File: config.mk
export PLATFORM = sky130hd
export DESIGN_NAME = pipe_stage_reg
export DESIGN_NICKNAME = d
export VERILOG_FILES = /design/src/rtl/pipe_stage_reg.sv
export SDC_FILE = /design/constraint.sdc
export NUM_CORES = 1
export LEC_CHECK = 0
export ABC_AREA = 1
export CORE_MARGIN = 5
export CORE_UTILIZATION = 36
export DETAILED_ROUTE_END_ITERATION = 8
export DONT_BUFFER_PORTS = 1
export MAX_ROUTING_LAYER = met4
export PLACE_DENSITY = 0.53
export SKIP_CTS_REPAIR_TIMING = 1
export SYNTH_ARGS = -nofsm -noshare
export SYNTH_HDL_FRONTEND = slang
export SYNTH_SLANG_ARGS = --single-unit
export TNS_END_PERCENT = 20
File: constraint.sdc
create_clock -name clk -period 1.4 [get_ports clk]
set_input_delay 0.14 -clock clk [delete_from_list [all_inputs] [get_ports clk]]
set_output_delay 0.14 -clock clk [all_outputs]
set_load 0.02 [all_outputs]
File: src/rtl/pipe_stage_reg.sv
// Purpose : generic pipeline stage register (instr + payload + ctrl) with valid/ready and a 2-entry skid.
// Latency : 1 cycle from input transfer to out_valid when empty; sustained 1 entry/cycle with out_ready=1.
// Backpressure: in_ready is registered (= !skid valid); a stalled stage absorbs one extra entry in the skid.
//
// Ports:
//   clk, rst (async, active-low)
//   in_valid/in_ready, in_instr, in_data, in_ctrl, bubble_in  - upstream side
//   flush                                                      - synchronous squash of held entries
//   out_valid/out_ready, out_instr, out_data, out_ctrl          - downstream side
//   bubble_cnt, stall_cnt                                       - perf counters, present only when
//                                                                 PIPE_STAGE_PERF_EN is defined
module pipe_stage_reg #(
  parameter int                 INSTR_W   = 16,
  parameter int                 DATA_W    = 64,
  parameter int                 CTRL_W    = 4,
  parameter logic [INSTR_W-1:0] NOP_INSTR = 16'h0800
`ifdef PIPE_STAGE_PERF_EN
  ,
  parameter int                 CNT_W     = 16
`endif
) (
  input  logic               clk,
  input  logic               rst,
  input  logic               in_valid,
  output logic               in_ready,
  input  logic [INSTR_W-1:0] in_instr,
  input  logic [DATA_W-1:0]  in_data,
  input  logic [CTRL_W-1:0]  in_ctrl,
  input  logic               bubble_in,
  input  logic               flush,
  output logic               out_valid,
  input  logic               out_ready,
  output logic [INSTR_W-1:0] out_instr,
  output logic [DATA_W-1:0]  out_data,
  output logic [CTRL_W-1:0]  out_ctrl
`ifdef PIPE_STAGE_PERF_EN
  ,
  output logic [CNT_W-1:0]   bubble_cnt,
  output logic [CNT_W-1:0]   stall_cnt
`endif
);

  logic               mainValid, skidValid;
  logic [INSTR_W-1:0] mainInstr, skidInstr;
  logic [DATA_W-1:0]  mainData, skidData;
  logic [CTRL_W-1:0]  mainCtrl, skidCtrl;

  logic               inFire, outFire;
  logic [INSTR_W-1:0] capInstr;
  logic [CTRL_W-1:0]  capCtrl;

  assign in_ready  = ~skidValid;
  assign inFire    = in_valid & in_ready;
  assign outFire   = mainValid & out_ready;

  // A bubble keeps the payload but neutralises the instruction and all side effects.
  assign capInstr  = bubble_in ? NOP_INSTR : in_instr;
  assign capCtrl   = bubble_in ? '0 : in_ctrl;

  assign out_valid = mainValid;
  assign out_instr = mainValid ? mainInstr : NOP_INSTR;
  assign out_ctrl  = mainValid ? mainCtrl : '0;
  assign out_data  = mainData;

  always_ff @(posedge clk or negedge rst) begin
    if (!rst) begin
      mainValid <= 1'b0;
      skidValid <= 1'b0;
      mainInstr <= NOP_INSTR;
      skidInstr <= NOP_INSTR;
      mainData  <= '0;
      skidData  <= '0;
      mainCtrl  <= '0;
      skidCtrl  <= '0;
    end else if (flush) begin
      // Squash wins over everything, including a same-cycle input transfer.
      mainValid <= 1'b0;
      skidValid <= 1'b0;
    end else if (!mainValid) begin
      // Skid is necessarily empty here, so the input goes straight to main.
      if (inFire) begin
        mainValid <= 1'b1;
        mainInstr <= capInstr;
        mainData  <= in_data;
        mainCtrl  <= capCtrl;
      end
    end else if (outFire) begin
      if (skidValid) begin
        // in_ready is low whenever skid holds an entry, so no input can arrive now.
        mainInstr <= skidInstr;
        mainData  <= skidData;
        mainCtrl  <= skidCtrl;
        skidValid <= 1'b0;
      end else if (inFire) begin
        mainInstr <= capInstr;
        mainData  <= in_data;
        mainCtrl  <= capCtrl;
      end else begin
        mainValid <= 1'b0;
      end
    end else if (inFire) begin
      // Main is stalled: park the new entry behind it.
      skidValid <= 1'b1;
      skidInstr <= capInstr;
      skidData  <= in_data;
      skidCtrl  <= capCtrl;
    end
  end

`ifdef PIPE_STAGE_PERF_EN
  logic [CNT_W-1:0] bubbleCnt, stallCnt;

  always_ff @(posedge clk or negedge rst) begin
    if (!rst) begin
      bubbleCnt <= '0;
      stallCnt  <= '0;
    end else begin
      // Both counters stick at all-ones rather than wrapping.
      if (inFire && bubble_in && !flush && (bubbleCnt != {CNT_W{1'b1}}))
        bubbleCnt <= bubbleCnt + 1'b1;
      if (mainValid && !out_ready && (stallCnt != {CNT_W{1'b1}}))
        stallCnt <= stallCnt + 1'b1;
    end
  end

  assign bubble_cnt = bubbleCnt;
  assign stall_cnt  = stallCnt;
`endif

endmodule

==> metrics, run 1 <==
post-layout util=46.46%; vias in the first global route=7537; Die Wd=166.4 microns; failing checks=negative hold slack, negative setup slack; worst-skew pair later-pin latency=420 ps; I/O Pins=176; commonest cells after routing, fill and taps aside=nand2_1, nand3_1, nor2_1; CTS tree=yes; clk_skew=9.614 ps; Bufs and invs on worst path=2; TritonRoute pass-1 iters=5; Final Slew Violations=0; layout cells sized above 1=9.428%; final net count=1424; FF-to-FF Start=out_valid; pin slew with the least headroom to its limit=421.6 ps; Detailed Route Iter0 Violations=556; initial core utilization=36.44%; Die Span Y=166.4 microns; Power Density=1274 nW/um^2; cell family with most CP delay=simple AND/OR/NAND/NOR gates; register area share after synthesis=48.32%; gr ovfl total=0; average wire per standard cell=16.86 microns; Sw Share=32.09%; All-Layer GR Usage=18.39%; Worst-path clk slew=80 ps; Routability Congestion=0.7417; Hold Slack=-589.9 ps; Reg power frac=48.7%; Worst path slowest cell=dfrtp_2; CP startpoint kind=flop; kind of critical path=flop to flop; Worst EP arrival=1770 ps; ANT nets after route=0; Synth area leaders=dfrtp_1, nand2_1, nand3_1; internal power=9.722 mW; htree depth=4; Ys Warns=0; combinational fraction of design power=16.0%; Die Area=27700 sq um; area delta synth->final=27.51%; crit share post-route=104.9%; Critical R2R Capture=skidData[26]; R2R Setup Slk=-70 ps; DRC viols=0; area leader, netlist=dfrtp_1; dpl cells=1540; total chip power=14.32 mW; fin worst setup slack=-69.25 ps; Routed WL=28190 microns; minimum clock period=1469 ps; most common cell after layout, fill and taps aside=nand2_1; Worst path max stage delay=380 ps; power share of the clock group=35.3%; Via density=4.958; num rows=57; Max VDD drop=0.0006945 V; Vias=8290; R2R cell count=7; synth unique cells=12; Synth Cell Area=8810 sq um; average cell area after synthesis=6.872 sq um; final hold vios=197; Core ar.=24180 sq um; initial antenna violation count=1; first-pass GRT wire length=41120 microns; post-synthesis cell count=1282; Clock Sinks=170; crit-path cells=buf_12 > nand2_4 > nor2_4 > nand2_4 > clkbuf_16 > nand2_1 > nand2_1; CTS root buf=clkbuf_16; PortBufs=0; post-synthesis register bit count=170; max-cap violations=0; CP Launch Point=out_valid; status=complete, but fails checks; RSZ-0062 raised after global routing=yes; buffer depth of the longest clock path=2; Final setup viols=93; leakage power=6.250 nW; Post-Layout Cell Count=1672; Max transition margin=71.80%; sw power=4.595 mW; Detailed Place HPWL=14880 microns; Inserted Clock Buffers=17; largest net degree at the start of global routing=171; min-delay worst type=input pin to async pin; Req. time, crit path=1700 ps; Setup crit end kind=flop; peak fanout along the critical path=28; FMAX=0.6806 GHz; area share of the largest cell type after synthesis=47.72%; Synthesized Nets=1372
==> how the worst max path moves through the flow <==
stage | endpoint | slack (ps) | cells past startpoint
after detailed placement | skidData[50] | -5 | 5
after CTS | out_instr[10] | -300 | 3
after global placement | skidData[50] | 30 | 5
after floorplan | skidData[14] | 10 | 7
after global routing | skidInstr[4] | -140 | 7
final | skidData[26] | -70 | 7
==> cells by family (layout without fill, tap and decap cells) <==
| group | count (synthesis) | in the layout | synth area share [%] |
|---|---|---|---|
| buffers and inverters | 137 | 202 | 6.746 |
| AO/OA/AOI/OAI | 1 | 1 | 0.07106 |
| other | 0 | 1 | 0 |
| flip-flops | 170 | 170 | 48.32 |
| AND/OR/NAND/NOR | 974 | 974 | 44.87 |
==> metal layers <==
metal / part of all wire [%] / GRT usage, %
met3: 4.2 / 4.148
met2: 49 / 29.12
met1: 47 / 24.65
met4: 0.42 / 3.380
met5: 0 / -
==> state kept, by name, summed over array words and instances, names as in the netlist <==
register,cells
mainInstr,16
out_data,64
skidCtrl,4
skidValid,1
skidInstr,16
mainCtrl,4
out_valid,1
skidData,64
==> synthesized netlist by cell type <==
library cell / n
buf_1: 8
a31oi_1: 1
inv_1: 45
dfrtp_1: 168
dfstp_2: 2
buf_4: 4
buf_2: 52
nand3_1: 233
nor2_1: 187
nand2_1: 552
clkbuf_1: 28
nor2_2: 2
==> worst reg2reg max path: cells and delay by family, from the launching register on <==
family / cells / cell delay [ps]
flip-flops: 1 / 380
buffers and inverters: 2 / 410
AND/OR/NAND/NOR: 5 / 550
==> power by group through the flow <==
stage	clock [mW]	sequential, mW	combinational (mW)
after floorplan	0	6.82	1.55
after global routing	5.44	7.10	2.63
after detailed placement	0	7.03	1.90
after global placement	0	7.02	1.85
final	5.06	6.97	2.28
after CTS	5.21	6.95	1.90
==> stage by stage <==
stage / setup TNS, ps / setup slack (ps) / cell area (sq um) / hold WS, ps
CTS: -5036 / -299.9 / 9863 / -617.9
detailed placement: -4.838 / -4.838 / 9250 / -149.3
global placement: 0 / 34.33 / 9250 / -149.3
global route: -10910 / -138.0 / 11230 / -619.7
floorplan: 0 / 11.04 / 8810 / -155.6
finish: -3491 / -69.25 / 11230 / -589.9
==> final cells by class <==
type,instances,area (sq um)
fillers,2436,12940
flip-flops and latches,170,4259
multi-input cells,975,4134
repair buffers,125,1625
clock buffers,17,425.4
well taps,324,405.4
inverters,45,193.9
clock inverters,15,187.7
diodes,1,2.502
Power figures use the tool's default switching activity.
==> run 2: changes to the inputs <==
--- a/config.mk
+++ b/config.mk
@@ -5,8 +5,7 @@
 export SDC_FILE = /design/constraint.sdc
 export NUM_CORES = 1
 export LEC_CHECK = 0
-export ABC_AREA = 1
-export CORE_MARGIN = 5
+export CORE_MARGIN = 8
 export CORE_UTILIZATION = 36
 export DETAILED_ROUTE_END_ITERATION = 8
 export DONT_BUFFER_PORTS = 1
==> metrics, run 2 <==
status=complete, but fails checks (unchanged); failing checks=negative hold slack, negative setup slack (unchanged); peak fanout along the critical path=17 (was 28); leakage power=4.179 nW (was 6.250 nW); Final TNS setup=-21710 ps (was -3491 ps); average cell area after synthesis=14.13 sq um (was 6.872 sq um); Max transition margin=74.42% (was 71.80%); Via density=5.494 (was 4.958); kind of critical path=flop to flop (unchanged); Max VDD drop=0.0007121 V (was 0.0006945 V); Ys Warns=0 (unchanged); R2R cell count=6 (was 7); final hold vios=172 (was 197); most frequent cell after synthesis=dfrtp_1 (was nand2_1); Die Wd=159.7 microns (was 166.4 microns); Synthesized Nets=616 (was 1372); TritonRoute pass-1 iters=4 (was 5); worst-skew pair later-pin latency=410 ps (was 420 ps); Clock Sinks=170 (unchanged); fin worst setup slack=-200.3 ps (was -69.25 ps); max-cap violations=0 (unchanged); initial antenna violation count=1 (unchanged); commonest cells after routing, fill and taps aside=dfrtp_1, o22ai_1, dlygate4sd3_1 (was nand2_1, nand3_1, nor2_1); clk_skew=8.714 ps (was 9.614 ps); post-synthesis register bit count=170 (unchanged); Detailed Route Iter0 Violations=254 (was 556); number of synthesized flops with an enable pin=0 (unchanged); first-pass GRT wire length=29200 microns (was 41120 microns); Power Density=1518 nW/um^2 (was 1274 nW/um^2); Core ar.=20230 sq um (was 24180 sq um); Routability Congestion=0.7256 (was 0.7417); buffer depth of the longest clock path=2 (unchanged); htree depth=4 (unchanged); Final setup viols=186 (was 93); post-synthesis cell count=526 (was 1282); Synth Cell Area=7431 sq um (was 8810 sq um); Die Area=25490 sq um (was 27700 sq um); area leader, netlist=dfrtp_1 (unchanged); mux contribution to synthesized area=12.71% (was 0%); pin slew with the least headroom to its limit=382.5 ps (was 421.6 ps); Critical R2R Capture=out_data[19] (was skidData[26]); RSZ-0062 raised after global routing=yes (unchanged); FF-to-FF Start=out_valid (unchanged); synth unique cells=26 (was 12); crit-path cells=buf_4 > a221oi_4 > buf_4 > buf_12 > buf_12 > a2bb2oi_2 (was buf_12 > nand2_4 > nor2_4 > nand2_4 > clkbuf_16 > nand2_1 > nand2_1); initial core utilization=36.72% (was 36.44%); register area share after synthesis=57.28% (was 48.32%); gr ovfl total=0 (unchanged); Vias=4912 (was 8290); PortBufs=0 (unchanged); area share of the largest cell type after synthesis=56.58% (was 47.72%); total chip power=14.74 mW (was 14.32 mW); largest net degree at the start of global routing=171 (unchanged); most common cell after layout, fill and taps aside=dfrtp_1 (was nand2_1); compound-gate portion of the synthesized area=22.63% (was 0.07101%); ys flop type=dfrtp_1 (unchanged); placed inst area=7994 sq um (was 9250 sq um); Worst EP arrival=1940 ps (was 1770 ps); vias in the first global route=4854 (was 7537); final net count=701 (was 1424); Hold Slack=-579.0 ps (was -589.9 ps); R2R Setup Slk=-200 ps (was -70 ps); xor/xnor share of the synthesized area=0% (unchanged); layout cells sized above 1=37.24% (was 9.428%); largest family of logic cells by synthesized area=compound AO/OA/AOI/OAI gates (was simple AND/OR/NAND/NOR gates); All-Layer GR Usage=14.83% (was 18.39%); Post-Synth Adder-Cell Area=0% (unchanged); Synth top cells by count=dfrtp_1, o22ai_1, a2bb2oi_2 (was nand2_1, nand3_1, nor2_1); Worst path slowest cell=dfrtp_2 (unchanged); Final Slew Violations=0 (unchanged); I/O Pins=176 (unchanged); average wire per standard cell=22.33 microns (was 16.86 microns); min-delay worst type=input pin to async pin (unchanged); Worst-path clk slew=70 ps (was 80 ps); ANT nets after route=0 (unchanged); Detailed Place HPWL=12140 microns (was 14880 microns); area delta synth->final=30.64% (was 27.51%); CTS tree=yes (unchanged); CP startpoint kind=flop (unchanged); Die Span Y=159.7 microns (was 166.4 microns); CTS root buf=clkbuf_16 (unchanged); Routed WL=19960 microns (was 28190 microns); Worst path max stage delay=430 ps (was 380 ps); async set-reset flop share out of synthesis=100.0% (unchanged); final instance area=9708 sq um (was 11230 sq um); Setup crit end kind=flop (unchanged); crit share post-route=114.3% (was 104.9%); num rows=52 (was 57); Inserted Clock Buffers=17 (unchanged); FMAX=0.6249 GHz (was 0.6806 GHz); DRC viols=0 (unchanged); minimum clock period=1600 ps (was 1469 ps); simple-gate share of the synthesized area=3.603% (was 44.87%); Synth area leaders=dfrtp_1, a2bb2oi_2, mux2_1 (was dfrtp_1, nand2_1, nand3_1); Req. time, crit path=1740 ps (was 1700 ps)
## run 2: metrics by stage
stage	cells	hold slack, ps	worst slack, ps	util, %
CTS	810	-601.2	-371.2	42.46
global placement	779	-148.3	-265.9	39.51
finish	894	-579.0	-200.3	47.98
floorplan	526	-155.6	-99.11	-
global route	894	-611.2	-264.0	47.98
detailed placement	779	-148.5	-359.5	39.51
## run 2: how the worst max path moves through the flow
stage | cells after the start | to | startpoint | slack [ps]
after floorplan | 6 | out_data[10] | skidValid | -100
after detailed placement | 5 | out_data[6] | skidValid | -360
after global placement | 5 | out_data[49] | skidValid | -270
after CTS | 5 | out_data[10] | skidValid | -370
final | 6 | out_data[19] | out_valid | -200
after global routing | 6 | out_data[19] | out_valid | -260
## run 2: logic make-up after synthesis
kind of cell	count (synthesis)
compound gates	174
buf+inv	54
flops	170
mux	84
simple gates	44
## run 2: worst max-delay path: cells and delay by family, from the launching register on
| kind | cells | cell delay [ps] |
|---|---|---|
| buffers and inverters | 4 | 660 |
| AOI/OAI and AO/OA | 2 | 420 |
| DFF | 1 | 430 |
## run 2: report_power, final
group | total [mW] | switching [mW] | internal (mW)
logic | 2.62 | 0.889 | 1.73
registers | 7.28 | 1.25 | 6.03
clock network | 4.84 | 1.89 | 2.95
## run 2: area by class of cell
type	instances	area, sq um
Antenna cell	1	2.502
Clock buffer	25	485.5
Clock inverter	6	111.4
Fill cell	1753	10530
Inverter	3	15.01
Multi-Input combinational cell	302	3146
Sequential cell	170	4259
Tap cell	270	337.8
Timing Repair Buffer	117	1351
## run 2: routing by layer
metal	part of all wire, %	up-vias	GRT usage, %
met1	46	2564	19.12
met3	7.4	12	6.324
met5	0	-	-
li1	-	2174	-
met2	46	162	21.14
met4	0.80	0	3.602
==> run 3: changes to the inputs <==
--- a/config.mk
+++ b/config.mk
@@ -5,12 +5,12 @@
 export SDC_FILE = /design/constraint.sdc
 export NUM_CORES = 1
 export LEC_CHECK = 0
-export CORE_MARGIN = 8
 export CORE_UTILIZATION = 36
 export DETAILED_ROUTE_END_ITERATION = 8
 export DONT_BUFFER_PORTS = 1
+export GPL_TIMING_DRIVEN = 0
 export MAX_ROUTING_LAYER = met4
-export PLACE_DENSITY = 0.53
+export PLACE_DENSITY = 0.62
 export SKIP_CTS_REPAIR_TIMING = 1
 export SYNTH_ARGS = -nofsm -noshare
 export SYNTH_HDL_FRONTEND = slang
==> metrics, run 3 (synthesis gave the netlist of run 2 again) <==
peak fanout along the critical path=5 (was 17); All-Layer GR Usage=18.45% (was 14.83%); Worst EP arrival=2020 ps (was 1940 ps); Final Slew Violations=0 (unchanged); status=complete, but fails checks (unchanged); commonest cells after routing, fill and taps aside=dfrtp_1, o22ai_1, dlygate4sd3_1 (unchanged); Detailed Route Iter0 Violations=160 (was 254); DRC viols=0 (unchanged); fin worst setup slack=-273.5 ps (was -200.3 ps); max-cap violations=0 (unchanged); CP startpoint kind=flop (unchanged); vias in the first global route=5043 (was 4854); Vias=4978 (was 4912); total chip power=14.43 mW (was 14.74 mW); Routability Congestion=0.7938 (was 0.7256); Hold Slack=-586.2 ps (was -579.0 ps); post-placement worst setup slack=-628.0 ps (was -359.5 ps); leakage power=3.965 nW (was 4.179 nW); Post-Layout Cell Count=910 (was 894); Final TNS setup=-34950 ps (was -21710 ps); Worst path max stage delay=470 ps (was 430 ps); Setup crit end kind=flop (unchanged); Critical R2R Capture=out_data[11] (was out_data[19]); I/O Pins=176 (unchanged); Worst path slowest cell=dfrtp_2 (unchanged); CTS root buf=clkbuf_16 (unchanged); Filler cells=1770 (was 1753); Clock Sinks=170 (unchanged); Detailed Place HPWL=12430 microns (was 12140 microns); pin slew with the least headroom to its limit=532.6 ps (was 382.5 ps); ANT nets after route=0 (unchanged); final net count=715 (was 701); Worst-path clk slew=70 ps (about the same); crit-path cells=buf_4 > a221oi_4 > buf_6 > clkbuf_16 > clkbuf_16 > a2bb2oi_2 (was buf_4 > a221oi_4 > buf_4 > buf_12 > buf_12 > a2bb2oi_2); Die Wd=145.7 microns (was 159.7 microns); min-delay worst type=input pin to async pin (unchanged); most common cell after layout, fill and taps aside=dfrtp_1 (unchanged); clk_skew=5.815 ps (was 8.714 ps); worst-skew pair later-pin latency=410 ps (about the same); FF-to-FF Start=out_valid (unchanged); dpl cells=796 (was 779); first-pass GRT wire length=29180 microns (was 29200 microns); Req. time, crit path=1740 ps (about the same); htree depth=4 (unchanged); failing checks=negative hold slack, negative setup slack (unchanged); CP dominant cell by count=clkbuf_16; PortBufs=0 (unchanged); largest net degree at the start of global routing=171 (unchanged); gr ovfl total=0 (unchanged); FMAX=0.5975 GHz (was 0.6249 GHz); TritonRoute pass-1 iters=4 (unchanged); Inserted Clock Buffers=17 (unchanged); Core ar.=20230 sq um (unchanged); R2R cell count=6 (unchanged); crit share post-route=119.5% (was 114.3%); Max transition margin=64.49% (was 74.42%); Die Span Y=145.7 microns (was 159.7 microns); average wire per standard cell=21.20 microns (was 22.33 microns); Routed WL=19290 microns (was 19960 microns); initial core utilization=36.72% (unchanged); Die Area=21220 sq um (was 25490 sq um); final hold vios=172 (unchanged); Via density=5.470 (was 5.494); num rows=52 (unchanged); initial antenna violation count=2 (was 1); CTS tree=yes (unchanged); RSZ-0062 raised after global routing=yes (unchanged); buffer depth of the longest clock path=2 (unchanged); kind of critical path=flop to flop (unchanged); minimum clock period=1674 ps (was 1600 ps); R2R Setup Slk=-270 ps (was -200 ps); Max VDD drop=0.0007819 V (was 0.0007121 V); area delta synth->final=28.30% (was 30.64%); Final setup viols=188 (was 186); layout cells sized above 1=31.97% (was 37.24%); Power Density=1513 nW/um^2 (was 1518 nW/um^2)
-- run 3: changes by cell type in the layout (fill, tap and decap cells not counted), sizes merged, moves of 2 or more --
cell / change
buf: -4
clkbuf: +19
clkinv: +2
dlygate4sd3: -2
-- run 3: layout make-up --
cell class              count  area [sq um]  area share [%]
diodes                      2         5.005         0.05249
plain buffers              51         466.7           4.895
clock buffers              24         491.7           5.157
clock inverters             8         110.1           1.155
inverters                   3         11.26          0.1181
multi-input cells         302          2969           31.14
flip-flops and latches    170          4259           44.67
well taps                 270         337.8           3.543
repair buffers             80         883.3           9.265
-- run 3: worst max-delay path: cells and delay by family (launching register included) --
kind	cells	cell delay (ps)
AO/OA/AOI/OAI	2	450
buffers and inverters	4	670
flip-flops	1	470
-- run 3: through the flow --
stage | cell area, sq um | util [%] | hold WS (ps)
2_1_floorplan | 7501 | - | -155.6
4_1_cts | 8441 | 41.71 | -609.3
3_3_place_gp | 7839 | 38.74 | -150.7
3_5_place_dp | 7839 | 38.74 | -152.0
5_1_grt | 9534 | 47.12 | -618.6
6_report | 9534 | 47.12 | -586.2
-- run 3: per-layer routing --
| metal | GRT usage, % | share of wire (%) | vias to the layer above | wire length (microns) |
|---|---|---|---|---|
| met5 | - | 0 | - | 0 |
| met4 | 6.368 | 1.8 | 0 | 338 |
| met3 | 6.740 | 5.6 | 23 | 1086 |
| met2 | 28.49 | 49 | 149 | 9407 |
| met1 | 22.18 | 44 | 2596 | 8458 |
| li1 | - | - | 2210 | - |
-- run 3: worst max path at each step --
stage,startpoint,to,slack (ps),depth (start not counted)
finish,out_valid,out_data[11],-270,6
global route,out_valid,out_data[7],-360,7
CTS,out_valid,out_data[60],-640,5
detailed placement,out_valid,out_data[60],-630,5
global placement,out_valid,out_data[55],-630,5
floorplan,skidValid,out_data[10],-100,6
-- run 3: report_power, final --
group	internal (mW)	total [mW]	leakage (nW)	switching [mW]
combinational	1.49	2.37	1.67	0.885
clock	2.84	4.80	0.287	1.96
sequential	6.03	7.25	2.01	1.23
